File: config.mk
export PLATFORM = sky130hd
export DESIGN_NAME = alu_share_arbiter
export DESIGN_NICKNAME = d
export VERILOG_FILES = /design/src/rtl/alu_share_arbiter.sv
export SDC_FILE = /design/constraint.sdc
export NUM_CORES = 1
export LEC_CHECK = 0
export ABC_AREA = 1
export CELL_PAD_IN_SITES_DETAIL_PLACEMENT = 1
export CELL_PAD_IN_SITES_GLOBAL_PLACEMENT = 1
export CORE_UTILIZATION = 49
export DETAILED_ROUTE_END_ITERATION = 12
export DONT_BUFFER_PORTS = 1
export PLACE_DENSITY = 0.91
export SKIP_LAST_GASP = 1
export SYNTH_ARGS = -nofsm -noshare
export SYNTH_HDL_FRONTEND = slang
export SYNTH_SLANG_ARGS = --single-unit
File: constraint.sdc
create_clock -name clk -period 9 [get_ports clk]
set_input_delay 1.35 -clock clk [delete_from_list [all_inputs] [get_ports clk]]
set_output_delay 1.35 -clock clk [all_outputs]
set_load 0.02 [all_outputs]
File: src/rtl/alu_share_arbiter.sv
// Round-robin arbiter sharing one registered 8-bit ALU between N_REQ requesters.
// One result register; a response is held until the consumer takes it.
module alu_share_arbiter #(
  parameter int unsigned N_REQ = 4,
  parameter int unsigned ID_W  = 2,
  parameter int unsigned CNT_W = 16
) (
  input  logic                 clk,
  input  logic                 rst,
  input  logic [N_REQ-1:0]     req_valid,
  output logic [N_REQ-1:0]     req_ready,
  input  logic [2*N_REQ-1:0]   req_sel,
  input  logic [8*N_REQ-1:0]   req_op1,
  input  logic [8*N_REQ-1:0]   req_op2,
  output logic                 rsp_valid,
  input  logic                 rsp_ready,
  output logic [ID_W-1:0]      rsp_id,
  output logic [7:0]           rsp_data,
  output logic [CNT_W-1:0]     ops_done,
  output logic                 busy
);

  typedef enum logic [0:0] {StIdle, StResp} state_e;

  state_e            state_q, state_d;
  logic [ID_W-1:0]   last_grant_q, last_grant_d;
  logic [ID_W-1:0]   rsp_id_q, rsp_id_d;
  logic [7:0]        rsp_data_q, rsp_data_d;
  logic [CNT_W-1:0]  ops_done_q, ops_done_d;

  logic              can_accept;
  logic              grant_found;
  logic [ID_W-1:0]   grant_idx;
  logic [ID_W-1:0]   cand;
  logic [1:0]        sel_g;
  logic [7:0]        op1_g, op2_g;

  function automatic logic [7:0] alu(input logic [1:0] sel, input logic [7:0] a,
                                     input logic [7:0] b);
    logic [7:0] r;
    case (sel)
      2'b00:   r = a + b - 8'd3;
      2'b01:   r = a - b;
      2'b10:   r = a + 8'hAA;
      default: r = b - 8'hAA;
    endcase
    return r;
  endfunction

  // Grant search starts just after the last winner; gated off while in reset.
  always_comb begin
    grant_found = 1'b0;
    grant_idx   = '0;
    cand        = '0;
    req_ready   = '0;
    sel_g       = '0;
    op1_g       = '0;
    op2_g       = '0;
    can_accept  = (state_q == StIdle) | rsp_ready;
    if (can_accept && rst) begin
      for (int unsigned k = 1; k <= N_REQ; k++) begin
        cand = ID_W'((32'(last_grant_q) + k) % N_REQ);
        if (!grant_found && req_valid[cand]) begin
          grant_found = 1'b1;
          grant_idx   = cand;
        end
      end
    end
    if (grant_found) begin
      req_ready[grant_idx] = 1'b1;
    end
    for (int unsigned i = 0; i < N_REQ; i++) begin
      if (ID_W'(i) == grant_idx) begin
        sel_g = req_sel[2*i +: 2];
        op1_g = req_op1[8*i +: 8];
        op2_g = req_op2[8*i +: 8];
      end
    end
  end

  // A new grant in a completing cycle overrides the return to idle.
  always_comb begin
    state_d      = state_q;
    last_grant_d = last_grant_q;
    rsp_id_d     = rsp_id_q;
    rsp_data_d   = rsp_data_q;
    ops_done_d   = ops_done_q;
    if ((state_q == StResp) && rsp_ready) begin
      ops_done_d = ops_done_q + CNT_W'(1);
      state_d    = StIdle;
    end
    if (grant_found) begin
      state_d      = StResp;
      last_grant_d = grant_idx;
      rsp_id_d     = grant_idx;
      rsp_data_d   = alu(sel_g, op1_g, op2_g);
    end
  end

  always_ff @(posedge clk or negedge rst) begin
    if (!rst) begin
      state_q      <= StIdle;
      last_grant_q <= ID_W'(N_REQ - 1);
      rsp_id_q     <= '0;
      rsp_data_q   <= '0;
      ops_done_q   <= '0;
    end else begin
      state_q      <= state_d;
      last_grant_q <= last_grant_d;
      rsp_id_q     <= rsp_id_d;
      rsp_data_q   <= rsp_data_d;
      ops_done_q   <= ops_done_d;
    end
  end

  assign rsp_valid = (state_q == StResp);
  assign busy      = rsp_valid;
  assign rsp_id    = rsp_id_q;
  assign rsp_data  = rsp_data_q;
  assign ops_done  = ops_done_q;

endmodule
Word level (Yosys, flattened, before mapping). Cells that the tools add are included.

Output and inout bits: 32. Bits of input ports: 79. Register bits: 29. Logic and storage cells: 79.

Reduce and logical (&&, ||, !) cells: 12. $lt $le $gt $ge: 6. $add $sub $neg: 10. Eq/ne operators: 5. Bitwise logic cells: 2. Multiplexer cells: 39.

Operator list (count): $mux W8 (8); $pmux W8 S3 (1); $mux W2 (9); $add A16 B1 Y16 const B (1); $lt A2 B3 Y1 const B (5); $mux W1 (15); $add A8 B8 Y8 (1); $add A8 B8 Y8 const B (1); $bmux W1 S2 (4); $sub A8 B2 Y8 const B (1); $sub A8 B8 Y8 (1); $sub A8 B8 Y8 const B (1); $logic_and A1 B1 Y1 (6); $add A2 B1 Y2 const B (2); $add A2 B2 Y2 const B (2); $eq A2 B2 Y1 const A (2); $logic_not A2 Y1 (2); $mux W4 (1); $logic_not A1 Y1 (3); $demux W1 S2 (1); $eq A1 B2 Y1 const A (1); $eq A2 B1 Y1 const B (1); $eq A2 B2 Y1 const B (1); $ge A2 B1 Y1 const B (1); other kinds (3) (3).

Logic depth before layout (Yosys ltp). Gate-level depths: netlist of the first run.

Depth after elaboration: 25. Gate-level depth with buffers: 33. Gate-level depth less buffers: 29.

Worst setup path before layout of the first run. Ideal clock, no wire load.

Path kind: input port to flip-flop. Start: input req_valid[3]. End: register rsp_data_q[6] (netlist: rsp_data[6]). Data arrival time: 4.156 ns. Stages on the path: 29. Slack: 4.732 ns. Path buffers: 2. Data required time: 8.887 ns. Library setup time: 0.113 ns. Cells stage by stage: inv_1 nand2_1 nand3_1 nand2_2 nor2_8 nand3_2 nand2_1 inv_2 nand2_4 buf_12 nand2_2 inv_2 buf_6 nand2_1 nand2_1 inv_1 nand3_1 inv_1 ha_1 inv_1 ha_1 nand2_1 nor2_1 a211oi_1 nand3b_1 nand3_1 nand3_1 nand2_1 inv_1.

Word-level cells in the longest chain between the ends: 24. Elaborated cells between the ends (all ways): 52. Those cells by class: 5 x add/sub; 5 x eq/ne; 34 x mux; 8 x reduce/logical.

Ends and longest elaborated chain: from (decl) (line 10) `input logic [N_REQ-1:0] req_valid,`; $bmux W1 S2 (line 63) `if (!grant_found && req_valid[cand]) begin`; $mux W1 (not written as such) (line 63); $mux W1 (line 63); $mux W1 (line 60) `if (can_accept && rst) begin`; $logic_not A1 Y1 (line 63); $logic_and A1 B1 Y1 (line 63); $mux W1 (line 63); $mux W1 (line 60); [5 not listed]; $logic_and A1 B1 Y1 (line 63); $mux W2 (line 63); $mux W2 (line 60); $logic_not A2 Y1 (line 73) `if (ID_W'(i) == grant_idx) begin`; $mux W8 (4 in a row) (line 73); $add A8 B8 Y8 (line 42) `2'b00: r = a + b - 8'd3;`; $sub A8 B2 Y8 (line 42); $pmux W8 S3 (line 41) `case (sel)`; to (signal assigned) (line 111) `rsp_data_q <= rsp_data_d;`; to (decl) (line 28) `logic [7:0] rsp_data_q, rsp_data_d;`.

Several ways; a longest one is shown, not always the timed one. The select of a mux whose other input is x is not followed. A chain may end at the register's enable or synchronous reset.

Worst setup path after layout of the first run.
Start: input req_valid[3]. End: register rsp_data_q[3] (netlist: rsp_data[3]).

The elaborated chain is that of the path after synthesis.

==> results of run 1 <==
==> metrics by stage <==
step	cell area (µm²)	util, %	hold slack (ps)
after global routing	3750	51.6	658
after floorplan	3680	-	550
final	3750	51.6	616
after CTS	3750	51.6	620
after detailed placement	3660	50.5	607
after global placement	3660	50.5	606
==> worst max-delay path, cell delays in order <==
cell and delay (ps):
inv_1 30, nand2_1 60, nand3_1 130, nand2_2 100, nor2_8 130, nand3_2 100, nand3_2 100, nand2_4 200
nor2_4 460, inv_2 120, or2_0 220, nand2_1 210, inv_1 80, ha_1 300, ha_1 220, inv_1 70
fa_1 410, xnor2_1 150, nand2_1 80, nand3_1 80, a31oi_1 230, o21ai_1 100
==> Yosys cell counts (11+ instances only) <==
cell	instances
nand2_1	165
inv_1	51
nand3_1	47
nor2_1	28
dfrtp_1	27
ha_1	22
inv_2	17
nand3_2	16
nand2_2	14
a21oi_1	13
xnor2_1	11
==> logic make-up after synthesis <==
| kind of cell | synth area share (%) |
|---|---|
| AND/OR/NAND/NOR | 48.7 |
| AO/OA/AOI/OAI | 7.96 |
| adder cells (fa/ha/maj) | 8.58 |
| flip-flops | 19.8 |
| buffers and inverters | 11.2 |
| XOR/XNOR | 3.81 |
==> per-layer routing <==
layer | track usage (%) | share of wire (%) | up-vias
li1 | - | - | 1680
met1 | 29.7 | 41 | 1639
met2 | 53.8 | 53 | 118
met3 | 5.13 | 6.0 | 10
met4 | 5.72 | 0.79 | 0
met5 | 0 | 0 | -
==> state kept, by name, summed over array words and instances, names as in the netlist <==
name / cells
last_grant_q: 2
ops_done: 16
busy: 1
rsp_id: 2
rsp_data: 8
==> cells in the final DEF, fill, tap and decap left out, drive strengths merged, types with 2 or more instances in the layout <==
| cell type | synthesis | layout |
|---|---|---|
| fa | 2 | 2 |
| a21oi | 15 | 15 |
| a31oi | 3 | 3 |
| nor2 | 43 | 43 |
| or2 | 8 | 8 |
| o21a | 2 | 2 |
| ha | 22 | 22 |
| nand4 | 12 | 12 |
| o21ai | 16 | 16 |
| nand3b | 6 | 6 |
| xnor2 | 11 | 11 |
| clkinv | 0 | 2 |
| dfrtp | 27 | 27 |
| nor3 | 5 | 5 |
| a211oi | 4 | 4 |
| nand3 | 65 | 65 |
| nand2 | 188 | 188 |
| inv | 71 | 71 |
| xor2 | 5 | 5 |
| clkbuf | 2 | 6 |
| dfstp | 2 | 2 |
==> final cells by class <==
cell class              count  area, µm²  area share (%)
multi-input cells         415       2540            67.7
clock buffers               6       72.6            1.94
flip-flops and latches     29        728            19.4
clock inverters             2       10.0           0.267
well taps                  99        124            3.31
inverters                  71        274            7.31
==> worst paths after layout <==
| kind | from | depth (start not counted) | to | slack, ps |
|---|---|---|---|---|
| max | req_valid[3] | 22 | rsp_data[3]$_DFFE_PN0P_ | 4180 |
| min | ops_done[15]$_DFFE_PN0P_ | 1 | ops_done[15]$_DFFE_PN0P_ | 620 |
| max reg2reg | last_grant_q[0]$_DFFE_PN1P_ | 23 | rsp_data[3]$_DFFE_PN0P_ | 4490 |
| min reg2reg | ops_done[15]$_DFFE_PN0P_ | 1 | ops_done[15]$_DFFE_PN0P_ | 620 |
| max in group asynchronous | rst | 0 | last_grant_q[1]$_DFFE_PN1P_ | 8060 |
| min in group asynchronous | rst | 0 | ops_done[0]$_DFFE_PN0P_ | 760 |
==> results.ini, run 1 <==
[status]
status=finished clean

[clocking]
clk_pin_slew_ps=60
clkSinkCount=29
cts_made_buffers=5
cts_setup_buffers=0
cts_tree=done
cts_buffer_depth=2
cts_resized=0
cts-root-buf=clkbuf_8
clkLatencyLatePin_ps=270
cts_hold_buf=0
cts_max_level=2

[placement]
pre_cts_slack_ps=3930
gp_congestion=0.944
hpwlAfterDp_mm=8.90
portBuffers=0
dp.cells=614

[logic_synthesis]
synth_cell_types=49
async_reset_ff_share_pct=100
synth_area_leaders=dfrtp_1 18%, nand2_1 17%, ha_1 7.5%
ys_seq_area_share_pct=19.8
ys_ff_latch=29
yosys.area.top_type=dfrtp_1
synth.top_cell.area_share_pct=18.4
ys.flop_type=dfrtp_1
syn_area_um2=3680
synthesis.nets=631
synth-edff-count=0
yosysWarnings=0
syn_area_per_cell_um2=6.96
synthCells=528

[layout]
n_fill_cell=979
nets=625
drive_above_1_share_pct=18.4
area_growth_pct=1.91
diodes=0
final_cells=622

[routing]
avgViaCountPerCell=5.54
vias=3447
avgRoutedWirePerCell_um=16.5
drc=0
wirelength_mm=10.3
first_pass_iters=4
drtAntennaViolNets=0
drt-initial-drc-count=87

[timing]
relSlewSlack_pct=67.8
period_minus_slack_ps=4820
timing.final.crit_share_pct=53.5
clock.fmax_mhz=208
setup_viol=0
rsz0062_at_grt=false
slew_violations=0
fin_ws_ps=4180
setup_tns_ps=0
worstMarginPinSlew_ps=482
clock_skew_ps=6.44
hold_viol_final=0

[grt]
grt_max_degree=31
grtUsageTotal_pct=27.2
antenna_found_initial=0
grt_pass1_vias=3654
grt_pass1_wl_mm=16.5
grt_overflow=0

[setup_path]
arrival_ps=4960
worst-setup-path-type=input port to register
cp.required_ps=9140
cp_max_fo=21
cp-start-kind=input port
crit_path_end_kind=register

[hold_path]
hold_path_class=register to register

[floorplan]
core_area_um2=7250
ios=111
die_h_um=88.6
initial_core_util_pct=50.7
row_count=31
die_area_um2=7850
dieWidth_um=88.6

[run]
drv_cap=0

Power of run 1 is left out: the tool's default activity adds up to more than one toggle a clock period on the data nets, which glitch-free logic cannot reach.
==> run 2: changes to the inputs <==
CORE_UTILIZATION = 46   (was 49)
PLACE_DENSITY = 0.86   (was 0.91)
clock period = 4.55 ns   (was 9 ns; I/O delays follow)
==> results.ini, run 2 (synthesis gave the netlist of run 1 again) <==
[layout]
largest_reg_flops=16  ; unchanged
area_growth_pct=2.86
final_common_cell=nand2_1
drive_above_1_share_pct=19.0  ; +0.69 points
nets=627  ; +0.32%
final_cell_mix=165 x nand2_1, 51 x inv_1, 47 x nand3_1
diodes=0  ; unchanged

[routing]
avgViaCountPerCell=5.50  ; -0.74%
first_pass_iters=4  ; unchanged
vias=3449  ; +0.058%
drc=0  ; unchanged
drtAntennaViolNets=0  ; unchanged
drt-initial-drc-count=156  ; +79%
avgRoutedWirePerCell_um=16.3  ; -0.99%
wirelength_mm=10.2  ; -0.19%

[clocking]
clkLatencyLatePin_ps=280  ; about the same
cts_made_buffers=5  ; unchanged
clk_pin_slew_ps=60  ; about the same
cts_setup_buffers=0  ; unchanged
clkSinkCount=29  ; unchanged
cts_buffer_depth=2  ; unchanged
cts_resized=0  ; unchanged
cts_hold_buf=0  ; unchanged
cts_tree=done
cts-root-buf=clkbuf_8
cts_max_level=2  ; unchanged

[setup_path]
cp_slowest_cell=dfstp_2
arrival_ps=4380  ; -580 ps
cp-start-kind=register
crit_path_end_kind=register
worst-setup-path-type=register to register
r2r_start=last_grant_q[0]$_DFFE_PN1P_
r2r_setup_slack_ps=350  ; -4140 ps
r2r_end=rsp_data[6]$_DFFE_PN0P_
reg2reg_depth=28  ; +22%
crit_path_frequent_cell=nand2_1
slowest_delay_ps=630  ; +170 ps
cp.required_ps=4730  ; -4410 ps
cp_max_fo=13  ; -38%

[floorplan]
die_h_um=91.4  ; +3.1%
core_area_um2=7730  ; +6.5%
die_area_um2=8350  ; +6.4%
dieWidth_um=91.4  ; +3.1%
ios=111  ; unchanged
initial_core_util_pct=47.6  ; -3.1 points
row_count=32  ; +3.2%

[timing]
rsz0062_at_grt=false
period_minus_slack_ps=4200
setup_viol=0  ; unchanged
clock_skew_ps=2.19  ; -4.25 ps
slew_violations=0  ; unchanged
clock.fmax_mhz=238
setup_tns_ps=0  ; unchanged
relSlewSlack_pct=72.0  ; +4.3 points
hold_viol_final=0  ; unchanged
timing.final.crit_share_pct=92.3
worstMarginPinSlew_ps=418  ; -64.5 ps

[placement]
portBuffers=0  ; unchanged
hpwlAfterDp_mm=8.73  ; -2.0%
gp_congestion=0.891  ; -5.6%

[grt]
grt_pass1_vias=3687  ; +0.90%
grt_pass1_wl_mm=17.0  ; +2.7%
grtUsageTotal_pct=24.9  ; -2.3 points
antenna_found_initial=0  ; unchanged
grt_overflow=0  ; unchanged
grt_max_degree=31  ; unchanged

[hold_path]
hold_path_class=input port to asynchronous set/reset pin

[status]
status=finished clean

[run]
drv_cap=0  ; unchanged

run 2: changes by cell type in the layout (fill, tap and decap cells not counted):
cell / change
ha_1: -1
clkinv_2: +1
ha_2: +1
clkinvlp_4: +1
buf_4: +2
clkbuf_1: -1
nand2_8: +1
nand2_4: -1
inv_2: -1
run 2: worst max path at each step:
stage	from	to	slack (ps)	cells after the start
after floorplan	last_grant_q[0]$_DFFE_PN1P_	rsp_data[6]$_DFFE_PN0P_	910	32
after global placement	last_grant_q[0]$_DFFE_PN1P_	rsp_data[6]$_DFFE_PN0P_	430	28
after detailed placement	last_grant_q[0]$_DFFE_PN1P_	rsp_data[6]$_DFFE_PN0P_	290	28
after CTS	last_grant_q[0]$_DFFE_PN1P_	rsp_data[6]$_DFFE_PN0P_	270	28
after global routing	last_grant_q[0]$_DFFE_PN1P_	rsp_data[7]$_DFFE_PN0P_	20	27
final	last_grant_q[0]$_DFFE_PN1P_	rsp_data[6]$_DFFE_PN0P_	350	28
run 2: final cells by class:
class                      instances  area [µm²]
inverter                          71         275
timing repair buffer               2        15.0
multi-input combinational        415        2550
fill                            1047        3950
clock inverter                     3        17.5
sequential                        29         728
tap                              102         128
clock buffer                       5        68.8
run 2: metal layers:
| metal | global-route usage (%) | wire length [µm] | vias to the layer above |
|---|---|---|---|
| li1 | - | - | 1692 |
| met1 | 29.5 | 4420 | 1640 |
| met2 | 45.8 | 5160 | 108 |
| met3 | 4.02 | 556 | 9 |
| met4 | 7.01 | 109 | 0 |
| met5 | 0 | 0 | - |
run 2: metrics by stage:
step	hold slack [ps]	util (%)	setup WS, ps	cell area, µm²	cells
floorplan	387	-	905	3680	528
global placement	388	47.7	428	3680	619
detailed placement	387	47.7	292	3680	619
CTS	84.4	48.8	272	3770	627
global route	78.6	48.9	20.3	3780	627
finish	93.1	48.9	352	3780	627
run 2: worst max-delay path, delay by kind of cell, from the launching register on:
family | cells | cell delay, ps
compound gates | 1 | 270
buf+inv | 7 | 630
flops | 1 | 630
simple gates | 18 | 1770
fa+ha+maj | 2 | 780
Power of run 2 is left out for the same reason.
==> run 3: changes to the inputs <==
CELL_PAD_IN_SITES_DETAIL_PLACEMENT = 0   (was 1)
==> results.ini, run 3 (synthesis gave the netlist of run 1 again) <==
[clocking]
cts_resized=0  ; unchanged
cts_setup_buffers=0  ; unchanged
clk_pin_slew_ps=70  ; about the same
cts_made_buffers=5  ; unchanged
cts_buffer_depth=2  ; unchanged
cts-root-buf=clkbuf_8
clkLatencyLatePin_ps=270  ; about the same
cts_tree=done
clkSinkCount=29  ; unchanged
cts_hold_buf=0  ; unchanged
cts_max_level=2  ; unchanged

[layout]
nets=627  ; unchanged
area_growth_pct=2.93  ; about the same
diodes=0  ; unchanged
design_area_um2=3780  ; about the same
drive_above_1_share_pct=19.0  ; unchanged
n_fill_cell=800  ; -24%
final_cell_mix=165 x nand2_1, 51 x inv_1, 47 x nand3_1
largest_reg_flops=16  ; unchanged
final_common_cell=nand2_1

[timing]
period_minus_slack_ps=4110  ; -83.8 ps
clock.fmax_mhz=243  ; +2.0%
hold_viol_final=0  ; unchanged
relSlewSlack_pct=71.4  ; -0.67 points
timing.final.crit_share_pct=90.4  ; -1.8 points
setup_tns_ps=0  ; unchanged
clock_skew_ps=5.14  ; +2.95 ps
rsz0062_at_grt=false
setup_viol=0  ; unchanged
worstMarginPinSlew_ps=428  ; +10.5 ps
slew_violations=0  ; unchanged

[placement]
gp_congestion=0.891  ; unchanged
hpwlAfterDp_mm=7.40  ; -15%
portBuffers=0  ; unchanged
post_dp_cell_area_um2=3680  ; unchanged

[routing]
vias=3375  ; -2.1%
wl_met2_mm=4.11  ; -20%
routed-wl-met3_um=689  ; +24%
drtAntennaViolNets=0  ; unchanged
drc=0  ; unchanged
drt-initial-drc-count=149  ; -4.5%
wirelength_mm=8.81  ; -14%
avgViaCountPerCell=5.38  ; -2.1%
first_pass_iters=5  ; +1
wl_met1_mm=3.87  ; -12%
top_layer=met4
avgRoutedWirePerCell_um=14.0  ; -14%

[setup_path]
r2r_start=last_grant_q[0]$_DFFE_PN1P_
crit_path_end_kind=register
r2r_end=rsp_data[7]$_DFFE_PN0P_
r2r_setup_slack_ps=440  ; +80 ps
reg2reg_depth=28  ; unchanged
slowest_delay_ps=630  ; about the same
cp_max_fo=13  ; unchanged
worst-setup-path-type=register to register
crit_path_frequent_cell=nand2_1
cp.required_ps=4720  ; about the same
cp-start-kind=register
cp_slowest_cell=dfstp_2
arrival_ps=4280  ; -100 ps

[hold_path]
hold_path_class=input port to asynchronous set/reset pin

[floorplan]
dieWidth_um=91.4  ; unchanged
die_area_um2=8350  ; unchanged
initial_core_util_pct=47.6  ; unchanged
row_count=32  ; unchanged
ios=111  ; unchanged
die_h_um=91.4  ; unchanged
core_area_um2=7730  ; unchanged

[grt]
grt_pass1_wl_mm=14.8  ; -12%
grt_max_degree=31  ; unchanged
grtUsageTotal_pct=21.7  ; -3.2 points
grt_pass1_vias=3292  ; -11%
grt_overflow=0  ; unchanged
antenna_found_initial=0  ; unchanged

[run]
drv_cap=0  ; unchanged

[status]
status=finished clean

## run 3: worst max-delay path, delay by kind of cell, from the launching register on
kind / cells / cell delay, ps
AND/OR/NAND/NOR: 18 / 1710
adder cells (fa/ha/maj): 2 / 800
flip-flops: 1 / 630
buffers and inverters: 7 / 620
AO/OA/AOI/OAI: 1 / 240
## run 3: metal layers
layer	vias to the layer above	GRT usage (%)
li1	1691	-
met1	1523	26.8
met2	148	37.6
met3	13	4.69
met4	0	6.08
met5	-	0
## run 3: how the worst max path moves through the flow
stage | from | end | slack (ps) | depth (start not counted)
after floorplan | last_grant_q[0]$_DFFE_PN1P_ | rsp_data[6]$_DFFE_PN0P_ | 910 | 32
after global placement | last_grant_q[0]$_DFFE_PN1P_ | rsp_data[6]$_DFFE_PN0P_ | 430 | 28
after detailed placement | last_grant_q[0]$_DFFE_PN1P_ | rsp_data[6]$_DFFE_PN0P_ | 360 | 28
after CTS | last_grant_q[0]$_DFFE_PN1P_ | rsp_data[6]$_DFFE_PN0P_ | 330 | 28
after global routing | last_grant_q[0]$_DFFE_PN1P_ | rsp_data[7]$_DFFE_PN0P_ | 20 | 28
final | last_grant_q[0]$_DFFE_PN1P_ | rsp_data[7]$_DFFE_PN0P_ | 440 | 28
## run 3: layout make-up
class / count / area [µm²] / area share [%]
inverters: 71 / 275 / 7.28
repair buffers: 2 / 15.0 / 0.397
multi-input cells: 415 / 2550 / 67.4
flip-flops and latches: 29 / 728 / 19.2
well taps: 102 / 128 / 3.37
clock buffers: 5 / 68.8 / 1.82
clock inverters: 3 / 17.5 / 0.463
## run 3: through the flow
step / instances / utilization (%) / hold slack (ps) / worst slack (ps)
global route: 627 / 49.0 / 79.5 / 21.4
CTS: 627 / 48.8 / 87.8 / 334
floorplan: 528 / - / 387 / 905
detailed placement: 619 / 47.7 / 388 / 357
global placement: 619 / 47.7 / 388 / 428
finish: 627 / 49.0 / 99.4 / 436
Power of run 3 is left out for the same reason.
